### src/rtl/im_stack_queue_pkg.sv
// Shared encodings for the move-history buffer (package im_pkg).
package im_pkg;
  localparam logic [1:0] DIR_UP    = 2'b00;
  localparam logic [1:0] DIR_RIGHT = 2'b01;
  localparam logic [1:0] DIR_LEFT  = 2'b10;
  localparam logic [1:0] DIR_DOWN  = 2'b11;

  localparam int SQ_DEPTH = 256;

  typedef enum logic [1:0] {STACK, DRAIN, FINISH} sq_state_t;
endpackage

### src/rtl/im_sq_mem.sv
// Move storage: one synchronous write port, two asynchronous read ports
// (stack top and replay pointer). Contents are never reset.
module im_sq_mem
  import im_pkg::*;
#(
  parameter int DEPTH = SQ_DEPTH,
  parameter int DW    = 2,
  localparam int AW   = $clog2(DEPTH)
) (
  input  logic          clk,
  input  logic          we,
  input  logic [AW-1:0] waddr,
  input  logic [DW-1:0] wdata,
  input  logic [AW-1:0] top_addr,
  input  logic [AW-1:0] move_addr,
  output logic [DW-1:0] top_data,
  output logic [DW-1:0] move_data
);
  logic [DEPTH-1:0][DW-1:0] mem;

  always_ff @(posedge clk)
    if (we) mem[waddr] <= wdata;

  assign top_data  = mem[top_addr];
  assign move_data = mem[move_addr];
endmodule

### src/rtl/im_stack_queue.sv
// Move-history buffer: LIFO during search, oldest-first replay afterwards.
// Optional sticky overflow flag enabled by defining IM_SQ_OVERFLOW_EN.
module im_stack_queue
  import im_pkg::*;
#(
  parameter int DEPTH = SQ_DEPTH,
  parameter int DW    = 2
) (
  input  logic          CLK,
  input  logic          Rst,
  input  logic          rstDP,
  input  logic          pushSQ,
  input  logic          popSQ,
  input  logic [DW-1:0] SQ_Input,
  input  logic          SQ_Read,
  output logic [DW-1:0] topValueSQ,
  output logic [DW-1:0] moveOut,
  output logic          SQ_Empty,
  output logic          SQ_Full,
  output logic          SQ_Done,
  output logic          SQ_Ovf
);
  localparam int AW = $clog2(DEPTH);
  localparam int CW = AW + 1;

  sq_state_t     state;
  logic [CW-1:0] sp, rp, rp_nx;
  logic          push_only, replace, cmd_ok, we;
  logic [AW-1:0] waddr;
  logic [DW-1:0] top_data;

  assign SQ_Empty  = (sp == '0);
  assign SQ_Full   = (sp == CW'(DEPTH));
  assign rp_nx     = rp + 1'b1;
  // push+pop on an empty stack degrades to a plain push
  assign push_only = pushSQ & (~popSQ | SQ_Empty);
  assign replace   = pushSQ & popSQ & ~SQ_Empty;
  assign cmd_ok    = (state == STACK) & ~SQ_Read & ~rstDP;
  assign we        = cmd_ok & ((push_only & ~SQ_Full) | replace);
  assign waddr     = replace ? AW'(sp - 1'b1) : AW'(sp);

  im_sq_mem #(.DEPTH(DEPTH), .DW(DW)) u_mem (
    .clk       (CLK),
    .we        (we),
    .waddr     (waddr),
    .wdata     (SQ_Input),
    .top_addr  (AW'(sp - 1'b1)),
    .move_addr (AW'(rp)),
    .top_data  (top_data),
    .move_data (moveOut)
  );

  assign topValueSQ = SQ_Empty ? '0 : top_data;

  always_ff @(posedge CLK or posedge Rst) begin
    if (Rst) begin
      state   <= STACK;
      sp      <= '0;
      rp      <= '0;
      SQ_Done <= 1'b0;
    end else if (rstDP) begin
      state   <= STACK;
      sp      <= '0;
      rp      <= '0;
      SQ_Done <= 1'b0;
    end else begin
      SQ_Done <= 1'b0;
      case (state)
        STACK: begin
          if (SQ_Read) begin
            // entry 0 is consumed on this edge; a 0/1-entry stack is done at once
            if (sp <= CW'(1)) begin
              state   <= FINISH;
              rp      <= sp;
              SQ_Done <= 1'b1;
            end else begin
              state <= DRAIN;
              rp    <= CW'(1);
            end
          end else if (replace) begin
            sp <= sp;
          end else if (push_only) begin
            if (!SQ_Full) sp <= sp + 1'b1;
          end else if (popSQ && !SQ_Empty) begin
            sp <= sp - 1'b1;
          end
        end
        DRAIN: begin
          if (SQ_Read) begin
            if (rp_nx >= sp) begin
              state   <= FINISH;
              rp      <= sp;
              SQ_Done <= 1'b1;
            end else begin
              rp <= rp_nx;
            end
          end
        end
        FINISH: begin
          state <= DRAIN;
          rp    <= '0;
        end
        default: state <= STACK;
      endcase
    end
  end

`ifdef IM_SQ_OVERFLOW_EN
  logic ovf;
  always_ff @(posedge CLK or posedge Rst) begin
    if (Rst)                                ovf <= 1'b0;
    else if (rstDP)                         ovf <= 1'b0;
    else if (cmd_ok && push_only && SQ_Full) ovf <= 1'b1;
  end
  assign SQ_Ovf = ovf;
`else
  assign SQ_Ovf = 1'b0;
`endif
endmodule

### config.mk
export PLATFORM = sky130hd
export DESIGN_NAME = im_stack_queue
export DESIGN_NICKNAME = d
export VERILOG_FILES = /design/src/rtl/im_stack_queue_pkg.sv /design/src/rtl/im_sq_mem.sv /design/src/rtl/im_stack_queue.sv
export SDC_FILE = /design/constraint.sdc
export NUM_CORES = 1
export LEC_CHECK = 0
export ABC_AREA = 1
export BUFFER_PORTS_ARGS = -buffer_cell sky130_fd_sc_hd__buf_4
export CORE_UTILIZATION = 35
export DETAILED_ROUTE_END_ITERATION = 7
export MAX_ROUTING_LAYER = met4
export PLACE_DENSITY = 0.53
export SYNTH_ARGS = -nofsm -noshare
export SYNTH_HDL_FRONTEND = slang
export SYNTH_SLANG_ARGS = --single-unit
### constraint.sdc
create_clock -name CLK -period 7 [get_ports CLK]
set_input_delay 0.7 -clock CLK [delete_from_list [all_inputs] [get_ports CLK]]
set_output_delay 0.7 -clock CLK [all_outputs]
set_load 0.05 [all_outputs]
==> summary by stage <==
Drt
The number of nets still failing antenna checks after routing is 0. In the final routed layout, each cell accounts on average for about 24 um. Dividing the detail-routed via count by the number of cells gives ~5.7. The total vias in the final route is between 20000 and 25000. The iteration-0 DRC count of the detailed router is between 2000 and 3000. The post-detailed-routing wire length is about 100 mm.

The count of TritonRoute iterations in the first routing pass is 6. After detailed routing, the number of remaining DRC violations is 0.

Logic synthesis
The number of instances in the synthesized netlist is about 3300. In the post-synthesis netlist, the biggest area contributors are edfxtp_1, nand3_1, nand2_1. The synthesized netlist devotes 28.2% of its cell area to simple gates. By instance count, the leading cell after synthesis is nand2_1. Summed over its instances, the top area cell type makes up a little over half of the synthesized netlist area. Summed over all instances, the cell type with the most area after synthesis is edfxtp_1. Sequential cells were found to cover between 50% and 60% of the synthesized design area.

The post-synthesis instance area is ~29000 um2. The mean instance size in the synthesized netlist is approximately 8.6 um2. The post-synthesis net count is approximately 3400. The synthesized design contains approximately 510 enable-type register cells. Summing the areas of all xor and xnor instances in the mapped netlist gives less than 1% of the synthesized area. Of the total synthesized cell area, the portion taken by full adders, half adders and majority gates is less than 1%. Yosys printed 0 warnings. By count the netlist is led by nand2_1, nand3_1, nor2_1, edfxtp_1, o21ai_0. The main combinational cell family by area after synthesis is simple AND/OR/NAND/NOR gates. The fraction of synthesis flops using an asynchronous set or reset pin is under 10%. The complex-gate fraction of the synthesized area is under 10%. The synthesized design contains 533 register bits. The number of different library cells in the post-synthesis netlist is 42. Measured against the total synthesized area, the mux share comes to 0%.

Among all flip-flop cells after synthesis, the most frequent one is edfxtp_1.

Critical path
Traced cell by cell, the critical path runs through inv_6, ha_4, inv_6, buf_4, nand3_1, nand3_1, nand3_1, nand3_1, nand3_1, nand3_1, nand3_1, nand2_1, nor2_1, buf_4. The class of the most critical setup path is reg2out. The element type at the critical path start is a flip-flop. The worst-case register-to-register setup slack is 2.31 ns. In this run the critical register-to-register path is captured at u_mem.mem[402]$_DFFE_PP_.

For the worst setup path, the data required time is ~6.3 ns. The number of cells on the worst reg-to-reg path is 10. The library cell appearing most often on the critical path is nand3_1. The largest incremental delay on the critical path is around 0.93 ns.

The arrival time of the worst setup path is between 5 and 6 ns. The slowest cell on the critical path is dfrtp_4. The worst setup path is captured at a primary output. The maximum fanout along the worst path is between 100 and 150. The startpoint of the most critical register-to-register path is sp[0]$_DFFE_PP0P_.

Floorplanning
Measured along the y axis, the die boundary spans between 200 and 300 um. The die covers approximately 83000 um2. In this run the count of I/O pins placed on the die edge is 16. The starting density of the core is 35.6%. The total number of placement rows is approximately 100.

The width of the die is 289 um. The total core area is approximately 81000 um2.

Placement
The last weighted congestion value of the routability-driven placer is slightly above 0.9. Before CTS, the worst setup slack after placement is ~2.0 ns. The HPWL after detailed placement is about 57 mm. Port buffering added 14 buffers.

Finish
At the end of the flow, the number of nets in the layout was about 3200. The multi-input combinational cells in the finished layout cover a total of roughly 11000 um2. The relative area change from synthesis to final layout is 9.64%.

The share of layout cells above drive strength 1 is under 10%. Fill cells in the final layout number between 8000 and 9000. The count of antenna diodes in the layout is 0. The flip-flop and latch area is approximately 16000 um2.

Clock tree
The post-CTS setup buffer count is 0. The H-tree was split into 2 levels. The cell sitting at the root of the clock tree is a clkbuf_16. The total clock buffers created by CTS is 61. The number of gates resized after CTS was 0. In this run, post-CTS hold repair placed 0 buffers. The buffer depth of the longest clock path is 3. The clock drives between 500 and 600 sinks. The clock tree from TritonCTS is yes. The clock latency on the worst-skew pair is approximately 0.65 ns.

The clock slew seen by the registers of the worst setup and hold paths is approximately 0.06 ns.

Global route
The largest net degree at the start of global routing is ~200. The global-route wire length before repair is between 150 and 200 mm. Global routing used between 20% and 30% of the available tracks across all layers. Global routing finished with a remaining overflow of 0. The via count of the first global-routing pass is 23280. The initial antenna violation count came to 0.

STA
The final critical-path required period is roughly 5.8 ns. Derived from the worst setup path, the maximum achievable clock frequency is 172 MHz. Setup violations remaining at the end of the flow were counted as 0. The total count of hold-check failures in the final report is 0.

The worst path uses between 80% and 90% of the clock period. The max-slew violation count is 0. The transition time at the pin with the least slew margin is 1.28 ns.

The max-slew headroom at the worst pin is 14.5%. Setup slack closes at 1.20 ns. Setup repair after global routing left no endpoint under its margin.

The final clock skew is between 0.03 and 0.04 ns. The setup TNS is 0 ns.

Worst hold path
The class of the worst hold path is in2async.

Pwr
In this run the power density over the cells is 428 nW/um2. The peak ir drop on the vdd network is ~0.00052 V. The leakage component of the power is about 0.011 uW.

Run status
The flow ran to the end, and the final reports show no timing, DRC or antenna violations.

Job
Across the run, the number of max-cap violations was 0.
[per-layer routing]
layer / track usage, % / part of all wire, %
met4: 9.17 / 3.8
met1: 33.4 / 42
met5: - / 0
met3: 3.55 / 8.9
met2: 38.6 / 45
[worst max-delay path by stage]
stage / start / endpoint / slack (ns) / cells after the start
floorplan: sp[0]$_DFFE_PP0P_ / topValueSQ[0] / 2.91 / 15
CTS: sp[0]$_DFFE_PP0P_ / topValueSQ[1] / 1.27 / 13
finish: sp[0]$_DFFE_PP0P_ / topValueSQ[1] / 1.20 / 14
global placement: sp[0]$_DFFE_PP0P_ / topValueSQ[1] / 1.98 / 13
global route: sp[0]$_DFFE_PP0P_ / topValueSQ[1] / 1.05 / 14
detailed placement: sp[0]$_DFFE_PP0P_ / topValueSQ[1] / 1.96 / 13
[report_power, final]
part / switching, uW / internal (uW) / leakage, uW
Clock: 1340 / 1780 / 0.000921
Sequential: 173 / 3540 / 0.00488
Combinational: 4930 / 1750 / 0.00543
[flip-flops by register name, indices dropped and copies added, names as in the netlist]
register and flops:
u_mem.mem 512, rp 9, sp 9, state 2, SQ_Done 1
[worst max-delay path, delay by kind of cell, from the launching register on]
kind | cells | cell delay (ns)
AND/OR/NAND/NOR | 9 | 1.35
buffers and inverters | 4 | 1.28
flip-flops | 1 | 0.93
adder cells (fa/ha/maj) | 1 | 0.73
[logic make-up (layout without fill, tap and decap cells)]
family                     count (synthesis)  after routing
AOI/OAI and AO/OA                        515            515
xor gates and xnor gates                  17             17
and+or+nand+nor                         1863           1863
other                                      1              1
adders and majority gates                 15             15
buffers and inverters                    404            323
DFF                                      533            533
[final cells by class]
type	count	share of cell area (%)
clock buffer	77	5.03
tap	1060	4.20
sequential	533	50.4
inverter	150	1.84
timing repair buffer	60	1.66
multi-input combinational	2411	35.8
clock inverter	36	0.999
[layout by cell type, fill, tap and decap left out, drive strengths merged]
| cell type | instances |
|---|---|
| xor2 | 16 |
| clkbuf | 78 |
| clkinv | 30 |
| o211ai | 57 |
| or2 | 1 |
| inv | 147 |
| a31oi | 1 |
| nand3 | 593 |
| clkinvlp | 4 |
| o2111ai | 4 |
| conb | 1 |
| buf | 59 |
| edfxtp | 512 |
| nand2 | 644 |
| o22ai | 7 |
| a21oi | 143 |
| xnor2 | 1 |
| a211oi | 1 |
| nand3b | 1 |
| bufinv | 5 |
| nand4 | 4 |
| dfrtp | 21 |
| ha | 15 |
| nor3 | 86 |
| nor2 | 534 |
| o21ai | 302 |
[per-stage QoR]
step	hold WS [ns]	power [uW]	instances	cell area, um2	utilization [%]
after floorplan	0.470	8030	3348	28800	-
final	0.276	13500	4327	31600	39.0
after global placement	0.496	10300	4214	29600	36.6
after CTS	0.281	13400	4327	31600	39.0
after detailed placement	0.493	10300	4214	29600	36.6
after global routing	0.320	14200	4327	31600	39.0
No activity file was read; power rests on OpenSTA's default activity.
